==> src/rtl/repl_alloc_ctrl.sv <==
// Per-set way-allocation controller: picks a victim on a miss, sequences the
// writeback/refill handshakes and feeds access/update strobes back to the policy.
module repl_alloc_ctrl #(
    parameter int SET_ASSOC = 4
) (
    input  logic                         clk,
    input  logic                         rst,
    input  logic                         lookup_valid,
    input  logic                         lookup_hit,
    input  logic [SET_ASSOC-1:0]         hit_way,
    input  logic [SET_ASSOC-1:0]         line_valid,
    input  logic [SET_ASSOC-1:0]         line_dirty,
    input  logic [$clog2(SET_ASSOC)-1:0] repl_index,
    output logic                         ready,
    output logic [SET_ASSOC-1:0]         access,
    output logic                         update,
    output logic [$clog2(SET_ASSOC)-1:0] victim_way,
    output logic                         wb_req,
    input  logic                         wb_ack,
    output logic                         rf_req,
    input  logic                         rf_ack,
    output logic                         alloc_done
);

    localparam int IDX_W = $clog2(SET_ASSOC);

    typedef enum logic [1:0] {
        IDLE   = 2'd0,
        WB     = 2'd1,
        REFILL = 2'd2,
        COMMIT = 2'd3
    } state_t;

    state_t               state_q;
    state_t               state_d;
    logic [IDX_W-1:0]     victim_q;
    logic [SET_ASSOC-1:0] access_q;
    logic                 update_q;

    logic [IDX_W-1:0]     victim_sel;
    logic                 found_invalid;
    logic                 wb_needed;
    logic                 miss_accept;
    logic                 hit_accept;
    logic [SET_ASSOC-1:0] victim_onehot;

    // Prefer the lowest-index empty way; only fall back to the policy when the set is full.
    always_comb begin
        victim_sel    = repl_index;
        found_invalid = 1'b0;
        for (int i = 0; i < SET_ASSOC; i++) begin
            if (!found_invalid && !line_valid[i]) begin
                victim_sel    = IDX_W'(i);
                found_invalid = 1'b1;
            end
        end
        wb_needed = line_valid[victim_sel] & line_dirty[victim_sel];
    end

    assign hit_accept  = (state_q == IDLE) && lookup_valid && lookup_hit;
    assign miss_accept = (state_q == IDLE) && lookup_valid && !lookup_hit;

    always_ff @(posedge clk or negedge rst) begin
        if (!rst) begin
            state_q  <= IDLE;
            victim_q <= '0;
            access_q <= '0;
            update_q <= 1'b0;
        end else begin
            state_q  <= state_d;
            access_q <= '0;
            update_q <= 1'b0;
            if (hit_accept) begin
                access_q <= hit_way;
                update_q <= |hit_way;
            end
            if (miss_accept) begin
                victim_q <= victim_sel;
            end
        end
    end

    always_comb begin
        state_d       = state_q;
        victim_onehot = '0;
        victim_onehot[victim_q] = 1'b1;

        case (state_q)
            IDLE: begin
                if (miss_accept) begin
                    state_d = wb_needed ? WB : REFILL;
                end
            end
            WB: begin
                if (wb_ack) begin
                    state_d = REFILL;
                end
            end
            REFILL: begin
                if (rf_ack) begin
                    state_d = COMMIT;
                end
            end
            COMMIT: begin
                state_d = IDLE;
            end
            default: begin
                state_d = IDLE;
            end
        endcase

        ready      = (state_q == IDLE);
        wb_req     = (state_q == WB);
        rf_req     = (state_q == REFILL);
        alloc_done = (state_q == COMMIT);
        update     = update_q | (state_q == COMMIT);
        access     = access_q | ((state_q == COMMIT) ? victim_onehot : '0);
        victim_way = victim_q;
    end

endmodule

==> config.mk <==
export PLATFORM = sky130hd
export DESIGN_NAME = repl_alloc_ctrl
export DESIGN_NICKNAME = d
export VERILOG_FILES = /design/src/rtl/repl_alloc_ctrl.sv
export SDC_FILE = /design/constraint.sdc
export NUM_CORES = 1
export LEC_CHECK = 0
export BUFFER_PORTS_ARGS = -buffer_cell sky130_fd_sc_hd__buf_2
export CAP_MARGIN = 40
export CELL_PAD_IN_SITES_DETAIL_PLACEMENT = 2
export CELL_PAD_IN_SITES_GLOBAL_PLACEMENT = 2
export CORE_MARGIN = 4
export CORE_UTILIZATION = 21
export CTS_CLUSTER_DIAMETER = 50
export DETAILED_ROUTE_END_ITERATION = 10
export PLACE_DENSITY = 0.71
export SLEW_MARGIN = 40
export SYNTH_ARGS = -nofsm -noshare
export SYNTH_HDL_FRONTEND = slang
export SYNTH_SLANG_ARGS = --single-unit
==> constraint.sdc <==
create_clock -name clk -period 1.6 [get_ports clk]
set_clock_uncertainty 0.1 [all_clocks]
set_input_delay 0.24 -clock clk [delete_from_list [all_inputs] [get_ports clk]]
set_output_delay 0.24 -clock clk [all_outputs]
set_load 0.005 [all_outputs]
---- Yosys cells after proc, flatten, opt, wreduce, memory -nomap -nowiden ----
Cells that the tools add are included.
storage, ports and cells
  input bits .............................. 20
  word-level logic and storage cells ...... 53
  output and inout bits ................... 11
  register bits after elaboration ......... 9
operators by class
  bitwise logic cells ..................... 3
  reductions and logical operators ........ 16
  equal/unequal tests ..................... 6
  order comparisons ....................... 3
  multiplexer cells ....................... 21
operators by type and width
  cell                                                  count
  two-way mux 2 bit                                     8
  two-way mux 4 bit                                     2
  one-hot mux 2 bit (4 select lines)                    1
  logical AND 1 bit                                     7
  two-way mux 1 bit                                     7
  logical NOT 1 bit                                     6
  < comparator 2 x 3 -> 1 bit (second input constant)   2
  != test 2 x 1 -> 1 bit (second input constant)        3
  binary-select mux 1 bit (select 2 bit)                2
  == test 2 bit (second input constant)                 2
  OR 4 bit                                              1
  OR reduction 4 bit                                    1
  AND reduction 3 bit                                   1
  demux 1 bit (select 2 bit)                            1
  == test 2 x 1 -> 1 bit (second input constant)        1
  >= comparator 2 x 1 -> 1 bit (second input constant)  1
  logical NOT 2 bit                                     1
  bitwise AND 1 bit                                     1
  OR 1 bit                                              1

---- Logic depth before layout (Yosys ltp) ----
Gate-level depths: netlist of run 1.
  depth after elaboration ................. 15
  gate-level depth with buffers ........... 6
  mapped depth without buffers ............ 6

---- Worst setup path before layout of run 1 ----
OpenSTA, ideal clock, no wires.
  path type ............................... register to register
  from .................................... reg state_q[0]
  to ...................................... reg state_q[0]
  buffers on the path ..................... 0
  path slack .............................. 0.042 ns
  library setup time ...................... 0.121 ns
  required time ........................... 1.379 ns
  arrival time ............................ 1.337 ns
  period minus slack after synthesis ...... 1.558 ns
  stages on the path, launching flop included .. 6
  cells stage by stage .................... dfrtp_1 -> inv_1 -> ha_1 -> o21ai_0 -> a311o_1 -> a32o_2
between the ends
  longest elaborated chain between the ends .. 5
  elaborated cells on any way between the ends .. 11
  those cells by class .................... 6 x eq/ne; 1 x mux; 4 x reduce/logical
ends and longest elaborated chain
  element                           line    RTL
  start: declaration                34      state_t state_q;
  start signal: assignment          70      state_q <= state_d;
  logical NOT 2 bit                 61, 88
  logical AND 1 bit (2 in series)   61      assign miss_accept = (state_q == IDLE) && lookup_valid && !lookup_hit;
  != test 2 x 1 -> 1 bit (no line)  n/a
  AND reduction 3 bit (no line)     n/a
Several ways; a longest one is shown, not always the timed one.
A chain may end at the register's enable or synchronous reset.

---- Worst setup path in the final report of run 1 ----
  from .................................... reg state_q[1]
  to ...................................... reg state_q[0]
The elaborated chain is that of the path after synthesis.

==> impl_summary.md, run 1 <==
Placed design
The total instance count after detailed placement is 123. The routability congestion estimate is 0.7193. The sum of net half-perimeters after detailed placement is 1578 um. The port buffer count is 30.

CTS
The clock tree root driver cell is sky130_fd_sc_hd__clkbuf_4. The clock sink total is 9. Buffers inserted during clock tree synthesis total 3. Clock-pin slew was measured on the worst setup and hold paths at 0.06 ns. In this run the deepest clock path goes through 2 buffers.

The source-to-sink clock delay at the later pin of the worst-skew pair is 0.27 ns. The CTS tree is done. The CTS H-tree depth is 1.

Drt
The violation count after the first detailed-route iteration is 12. After detailed routing, the average wire length per cell comes to 15.05 um. The pre-antenna-repair detailed-routing pass consisted of 2 iterations. Across all layers, the routed design uses 601 vias. For this block, the routed nets add up to 1941 um of wire. After detailed routing, the number of vias per cell comes to 4.659. The final routed DRC violation total is 0. The count of nets left with antenna violations once routing finished came out at 0.

Floorplanning
The number of core rows is 18. From left edge to right edge, the die measures 59.90 um. The effective utilization at floorplan is 0.2242.

The I/O pin total is 31. The floorplan step defined a die boundary enclosing 3587 um2. The vertical extent of the die is 59.90 um. After floorplanning, the core was sized to cover 2522 um2.

Global route
The first global-routing pass estimated 3111 um of wire. For met1 alone, demand over resource in global routing was 0.1387. After global routing, the most crowded layer is met2. The met2 demand-to-capacity share in global routing is 0.1975. Across every metal layer, demand over resource in global routing totals 0.1140. Entering global routing, the biggest net connects 10 pins.

The via count of the first global-routing pass is 710. For this run, global-route usage on met3 was measured as 0.01728. The initial antenna violation count is 0. The sum of overflow across all layers after global routing is 0.

Logic synthesis
After synthesis, the most frequently instantiated cells are sky130_fd_sc_hd__dfrtp_1, sky130_fd_sc_hd__inv_1, sky130_fd_sc_hd__ha_1, sky130_fd_sc_hd__nand2_1, sky130_fd_sc_hd__and2_1. In this run, distinct cell masters in the synthesized netlist total 28. Dividing the synthesized area by the synthesized cell count gives 9.585 um2. Counting every net in the synthesized netlist gives 84. The number of enable-type register cells in the synthesized netlist is 0. Synthesis inferred 9 register bits. The cell type with the largest total area after synthesis is sky130_fd_sc_hd__dfrtp_1. The number of synthesis warnings is 0. The async set or reset register ratio after synthesis is 1.000. The cell with the most instances after synthesis is sky130_fd_sc_hd__dfrtp_1. The area fraction of the dominant cell type after synthesis is 0.3982.

By area the synthesized netlist is led by sky130_fd_sc_hd__dfrtp_1, sky130_fd_sc_hd__ha_1, sky130_fd_sc_hd__inv_1, sky130_fd_sc_hd__and2_1, sky130_fd_sc_hd__nand2_1. The number of instances in the synthesized netlist is 59. The cell area after synthesis is 565.5 um2. Among all flip-flop cells after synthesis, the most frequent one is sky130_fd_sc_hd__dfrtp_1. The sequential share of the synthesized area is 0.3982.

STA
The final hold violation count is 0. The maximum clock rate is 623.1 MHz. Setup slack on the critical path of the routed design comes to -0.004767 ns.

The worst relative slew slack is 0.7913. Setup repair after global routing could not meet its margin everywhere. The final setup TNS is -0.009143 ns. The post-route clock period utilization is 1.003. The clock period minus worst slack is 1.605 ns. The slew at the pin closest to its max-slew limit is 0.3118 ns.

The final-report max-slew violation count came to 0. Setup violations remaining at the end of the flow were counted as 2.

Min path
The worst min-delay path class is input port to register. The instance count along the most critical hold path is 2.

Cells and area
Across the whole layout, storage elements account for 227.7 um2. Relative to the synthesized area, the layout overhead comes to 57.52%. In the final layout, the multi-input gates occupy 366.6 um2. The net count reported at finish is 125.

The number of filler cells placed in the layout is 290. The finished layout holds 129 standard cells, fillers aside. In the final layout, the share of cells above drive strength 1 is 0.5455.

The count of inserted antenna diode cells is 0.

Setup path
For the worst setup path, the data required time is 1.66 ns. The maximum fanout encountered on the critical timing path is 4. The worst setup path is of the register to register kind. The worst setup path is captured at a register. The startpoint type of the worst setup path is a register. The worst register-to-register path has a depth of 5. The data arrival time at the worst-slack endpoint is 1.66 ns.

Job
Max-cap violations in this run came to 0.

Pwr
The leakage dissipation is 0.4498 nW. Across the VDD grid, the largest voltage drop is 566.7 uV. For this design the ratio of total power to cell area is 1480 nW/um2.

Run status
The final reports fail on setup timing. The run finished, with violations left.
-- what timing repair did --
action / in CTS / in global routing
setup endpoints to repair: 8 / 8
hold buffers: 1 / 0
pin swaps: 3 / 6
buffers inserted: 1 / 0
endpoints found under the hold margin: 9 / 0
cloned: 0 / 0
gates resized for setup: 10 / 7
-- cell type report --
type                    instances  share of cell area
clock buffers                   4             0.02949
flip-flops and latches          9              0.2556
repair buffers                 36              0.2289
well taps                      30             0.04213
inverters                       7             0.03230
multi-input cells              43              0.4115
-- cells by family after synthesis --
kind of cell / after synthesis / synth area share
buffers and inverters: 7 / 0.04647
AND/OR/NAND/NOR: 20 / 0.1903
adder cells (fa/ha/maj): 5 / 0.1106
AO/OA/AOI/OAI: 18 / 0.2544
flip-flops: 9 / 0.3982
-- through the flow --
step	worst slack (ns)	cell area [um2]	total power, mW	utilization	hold WS (ns)
after CTS	0.001830	859.6	1.258	0.3408	0.1076
final	-0.004767	890.9	1.319	0.3532	0.1067
after global placement	-0.04193	783.3	0.9501	0.3105	-0.0008880
after detailed placement	-0.06602	783.3	0.9848	0.3105	0.001969
after floorplan	0.04213	565.5	0.6690	-	-0.1556
after global routing	-0.05440	890.9	1.447	0.3532	0.09527
-- flip-flops by register name, summed over array words and instances, names as in the netlist --
signal,cells
access_q,4
victim_way,2
update_q,1
state_q,2
-- power by group --
group	switching [mW]	internal, mW
sequential	0.0819	0.291
clock	0.0826	0.0963
combinational	0.352	0.415
total	0.517	0.802
-- cells in the final DEF (no fill, tap or decap), types with 2 or more instances in the layout --
master / netlist / routed
sky130_fd_sc_hd__nor2_1: 2 / 2
sky130_fd_sc_hd__dfrtp_1: 9 / 7
sky130_fd_sc_hd__inv_1: 7 / 5
sky130_fd_sc_hd__dfrtp_2: 0 / 2
sky130_fd_sc_hd__buf_4: 0 / 5
sky130_fd_sc_hd__ha_4: 0 / 2
sky130_fd_sc_hd__o21bai_1: 2 / 2
sky130_fd_sc_hd__nand2_1: 5 / 4
sky130_fd_sc_hd__buf_2: 0 / 29
sky130_fd_sc_hd__nand3_1: 3 / 3
sky130_fd_sc_hd__ha_2: 0 / 2
sky130_fd_sc_hd__and2_1: 4 / 4
sky130_fd_sc_hd__clkbuf_4: 0 / 3
sky130_fd_sc_hd__o21ai_1: 3 / 3
-- final timing paths --
kind                                           start                   endpoint  slack, ns
max                           state_q[1]$_DFFE_PN0P_     state_q[0]$_DFFE_PN0P_     -0.005
max reg2reg                   state_q[1]$_DFFE_PN0P_     state_q[0]$_DFFE_PN0P_     -0.005
min                                       hit_way[0]      access_q[0]$_DFF_PN0_       0.11
min in group asynchronous                        rst  victim_way[1]$_DFFE_PN0P_       0.25
max in group asynchronous                        rst     state_q[1]$_DFFE_PN0P_       0.95
min reg2reg                victim_way[1]$_DFFE_PN0P_  victim_way[1]$_DFFE_PN0P_       0.48
-- metal layers --
| layer | wire length, um | part of all wire |
|---|---|---|
| met1 | 816 | 0.42 |
| met2 | 998 | 0.51 |
| met3 | 102 | 0.053 |
| met4 | 24 | 0.012 |
| met5 | 0 | 0 |
-- worst max-delay path, cell delays in order, from the launching register on --
cell and delay [ns]:
sky130_fd_sc_hd__dfrtp_2 0.46, sky130_fd_sc_hd__inv_2 0.11, sky130_fd_sc_hd__ha_2 0.18, sky130_fd_sc_hd__o21ai_0 0.09, sky130_fd_sc_hd__a311o_1 0.29, sky130_fd_sc_hd__a32o_2 0.27
(Power assumes the default switching activity.)
==> run 2, diff against run 1 <==
==> config.mk (replaced) <==
export PLATFORM = sky130hd
export DESIGN_NAME = repl_alloc_ctrl
export DESIGN_NICKNAME = d
export VERILOG_FILES = /design/src/rtl/repl_alloc_ctrl.sv
export SDC_FILE = /design/constraint.sdc
export NUM_CORES = 1
export LEC_CHECK = 0
export CAP_MARGIN = 40
export CELL_PAD_IN_SITES_DETAIL_PLACEMENT = 2
export CELL_PAD_IN_SITES_GLOBAL_PLACEMENT = 2
export CORE_MARGIN = 4
export CORE_UTILIZATION = 25
export CTS_CLUSTER_DIAMETER = 50
export DETAILED_ROUTE_END_ITERATION = 10
export DONT_BUFFER_PORTS = 1
export PLACE_DENSITY = 0.61
export SLEW_MARGIN = 40
export SYNTH_ARGS = -nofsm -noshare
export SYNTH_HDL_FRONTEND = slang
export SYNTH_SLANG_ARGS = --single-unit
export TNS_END_PERCENT = 100
==> impl_summary.md, run 2 (synthesis gave the netlist of run 1 again) <==
STA
The slack of the critical path came to -0.006781 ns (-0.002014 ns). The worst relative slew slack was 0.7159 (-0.07532). The worst hold margin is 0.01648 ns (-0.09022 ns). Setup repair after global routing could not meet its margin everywhere. The post-route clock period utilization is 1.004 (+0.001259). The final hold violation count is 0 (unchanged).

The final-report max-slew violation count came to 0 (unchanged). The slew at the pin closest to its max-slew limit is 0.4247 ns (+0.1129 ns). The final-report setup violation count is 2 (unchanged).

The maximum clock rate is 622.4 MHz (-0.13%). The clock period minus worst slack was 1.607 ns (+0.002014 ns).

Drt
The total wire length after detailed routing came to 1632 um (-16%). The violation count after the first detailed-route iteration is 7 (-5). The number of nets with antenna violations after routing is 0 (unchanged). The final routed DRC violation total is 0 (unchanged). The per-cell via count in the routed design came to 5.010 (+7.5%). The total via count after detailed routing is 501 (-17%).

The detailed-router iteration count before antenna repair was 4 (+2). The routed length per placed instance is 16.32 um (+8.5%).

Cells and area
The flip-flop count of the largest register after layout was 4 (unchanged). The share of layout cells above drive strength 1 came to 0.2740 (-0.2715). The top register by number of flip-flops is access_q.

The number of filler cells placed in the layout was 247 (-15%). The post-route non-filler standard cell count was 100 (-22%). The net count reported at finish was 99 (-21%).

The cell area after layout is 743.2 um2 (-17%). Leaving out fill and tap cells, the most frequent cells in the layout are sky130_fd_sc_hd__dfrtp_1, sky130_fd_sc_hd__inv_1, sky130_fd_sc_hd__nand2_1, sky130_fd_sc_hd__buf_4. Leaving out fill and tap cells, the most frequent cell in the layout is sky130_fd_sc_hd__dfrtp_1. The post-layout utilization of the core is 0.3604 (+0.007262). The layout overhead on the synthesized area is 31.42%.

The count of inserted antenna diode cells is 0 (unchanged).

CTS
The CTS H-tree depth is 1 (unchanged). The number of clock buffers inserted by TritonCTS came to 3 (unchanged). The maximum clock insertion buffer count is 2 (unchanged).

The source-to-sink clock delay at the later pin of the worst-skew pair is 0.26 ns (about the same). TritonCTS built the clock tree. The clock sink total came to 9 (unchanged).

The tree is rooted in a sky130_fd_sc_hd__clkbuf_4. The clock-pin slew on the worst setup and hold paths was 0.06 ns (about the same).

Global route
The sum of overflow across all layers after global routing is 0 (unchanged). The via count of the first global-routing pass was 565 (-20%). The initial antenna violation count is 0 (unchanged).

The aggregate global-route resource usage came to 0.1108 (-0.003230). The pin count of the biggest net entering global routing is 10 (unchanged). The global-route wire length before repair is 2684 um (-14%).

Setup path
The worst setup path is launched from a register. The required time at the endpoint of the critical path is 1.65 ns (about the same). In this run the critical register-to-register path is captured at state_q[0]$_DFFE_PN0P_. The worst setup slack for register-to-register paths came to -0.007 ns (about the same).

The maximum fanout encountered on the critical timing path was 4 (unchanged). The worst setup path is of the register to register kind. The number of cells traversed by the worst register-to-register path is 5 (unchanged).

The data arrival time at the worst-slack endpoint came to 1.66 ns (about the same). The worst setup path is captured at a register. In this run the critical register-to-register path is launched from state_q[1]$_DFFE_PN0P_. In this run the worst setup path begins at state_q[1]$_DFFE_PN0P_.

Placed design
The routability congestion estimate is 0.7244 (+0.71%). The port buffer count is 0 (-100%). The total instance count after detailed placement is 91 (-26%). The worst slack at placement is -0.05362 ns (+0.01240 ns). The sum of net half-perimeters after detailed placement came to 1306 um (-17%). The placed instance area was 636.9 um2 (-19%).

Floorplanning
The vertical extent of the die is 55.56 um (-7.2%). The I/O pin total is 31 (unchanged). The total core area is 2062 um2 (-18%). The area of the die is 3087 um2 (-14%).

The die extent in x is 55.56 um (-7.2%). The effective utilization at floorplan is 0.2743 (+0.05007). The number of core rows is 16 (-2).

Min path
The worst min-delay path startpoint is hit_way[3]. The endpoint of the worst hold path is access_q[3]$_DFF_PN0_. The instance count along the most critical hold path was 1 (-1). The worst hold path belongs to the class input port to register.

Job
The max capacitance violation total is 0 (unchanged).

Run status
The final reports fail on setup timing. The run finished, with violations left.

Pwr
The peak ir drop on the vdd network is 615.4 uV (+8.6%). The total power per unit cell area is 1522 nW/um2 (+2.8%). The leakage dissipation is 0.3316 nW (-26%).
-- run 2: worst max path at each step --
stage,to,slack [ns],depth (start not counted)
global route,access[3],-0.07,4
finish,state_q[0]$_DFFE_PN0P_,-0.007,5
CTS,state_q[0]$_DFFE_PN0P_,-0.009,5
global placement,state_q[0]$_DFFE_PN0P_,-0.07,5
detailed placement,state_q[0]$_DFFE_PN0P_,-0.05,5
floorplan,state_q[0]$_DFFE_PN0P_,0.04,5
-- run 2: per-layer routing --
| metal | GRT usage | wire [um] | vias to the layer above |
|---|---|---|---|
| li1 | - | - | 239 |
| met1 | 0.1350 | 724 | 241 |
| met2 | 0.1706 | 779 | 18 |
| met3 | 0.03497 | 111 | 3 |
| met4 | 0.06250 | 16 | 0 |
| met5 | 0 | 0 | - |
-- run 2: through the flow --
| step | total power [mW] | setup TNS (ns) |
|---|---|---|
| 2_1_floorplan | 0.6690 | 0 |
| 3_3_place_gp | 0.8523 | -0.06903 |
| 3_5_place_dp | 0.8640 | -0.05362 |
| 4_1_cts | 1.114 | -0.01282 |
| 5_1_grt | 1.247 | -0.3550 |
| 6_report | 1.131 | -0.008184 |
-- run 2: layout make-up --
class / count / area, um2 / area share
clock buffers: 4 / 26.28 / 0.03535
repair buffers: 10 / 88.84 / 0.1195
multi-input cells: 43 / 341.6 / 0.4596
inverters: 7 / 26.28 / 0.03535
well taps: 27 / 33.78 / 0.04545
flip-flops and latches: 9 / 226.5 / 0.3047
-- run 2: timing repair --
item | 4_1_cts | 5_1_grt
hold endpoints to repair | 12 | 0
cloned | 0 | 0
resized for setup | 4 | 5
hold buffers | 4 | 0
setup endpoints to repair | 6 | 7
pin swaps | 2 | 5
setup buffers | 1 | 0
-- run 2: critical path, stage by stage, from the launching register on --
cell	delay, ns
sky130_fd_sc_hd__dfrtp_2	0.46
sky130_fd_sc_hd__inv_2	0.10
sky130_fd_sc_hd__ha_2	0.18
sky130_fd_sc_hd__o21ai_0	0.08
sky130_fd_sc_hd__a311o_1	0.30
sky130_fd_sc_hd__a32o_2	0.27
-- run 2: power breakdown --
part | internal (mW) | switching [mW] | total [mW]
logic | 0.306 | 0.283 | 0.588
registers | 0.288 | 0.0772 | 0.365
clock network | 0.0962 | 0.0812 | 0.177
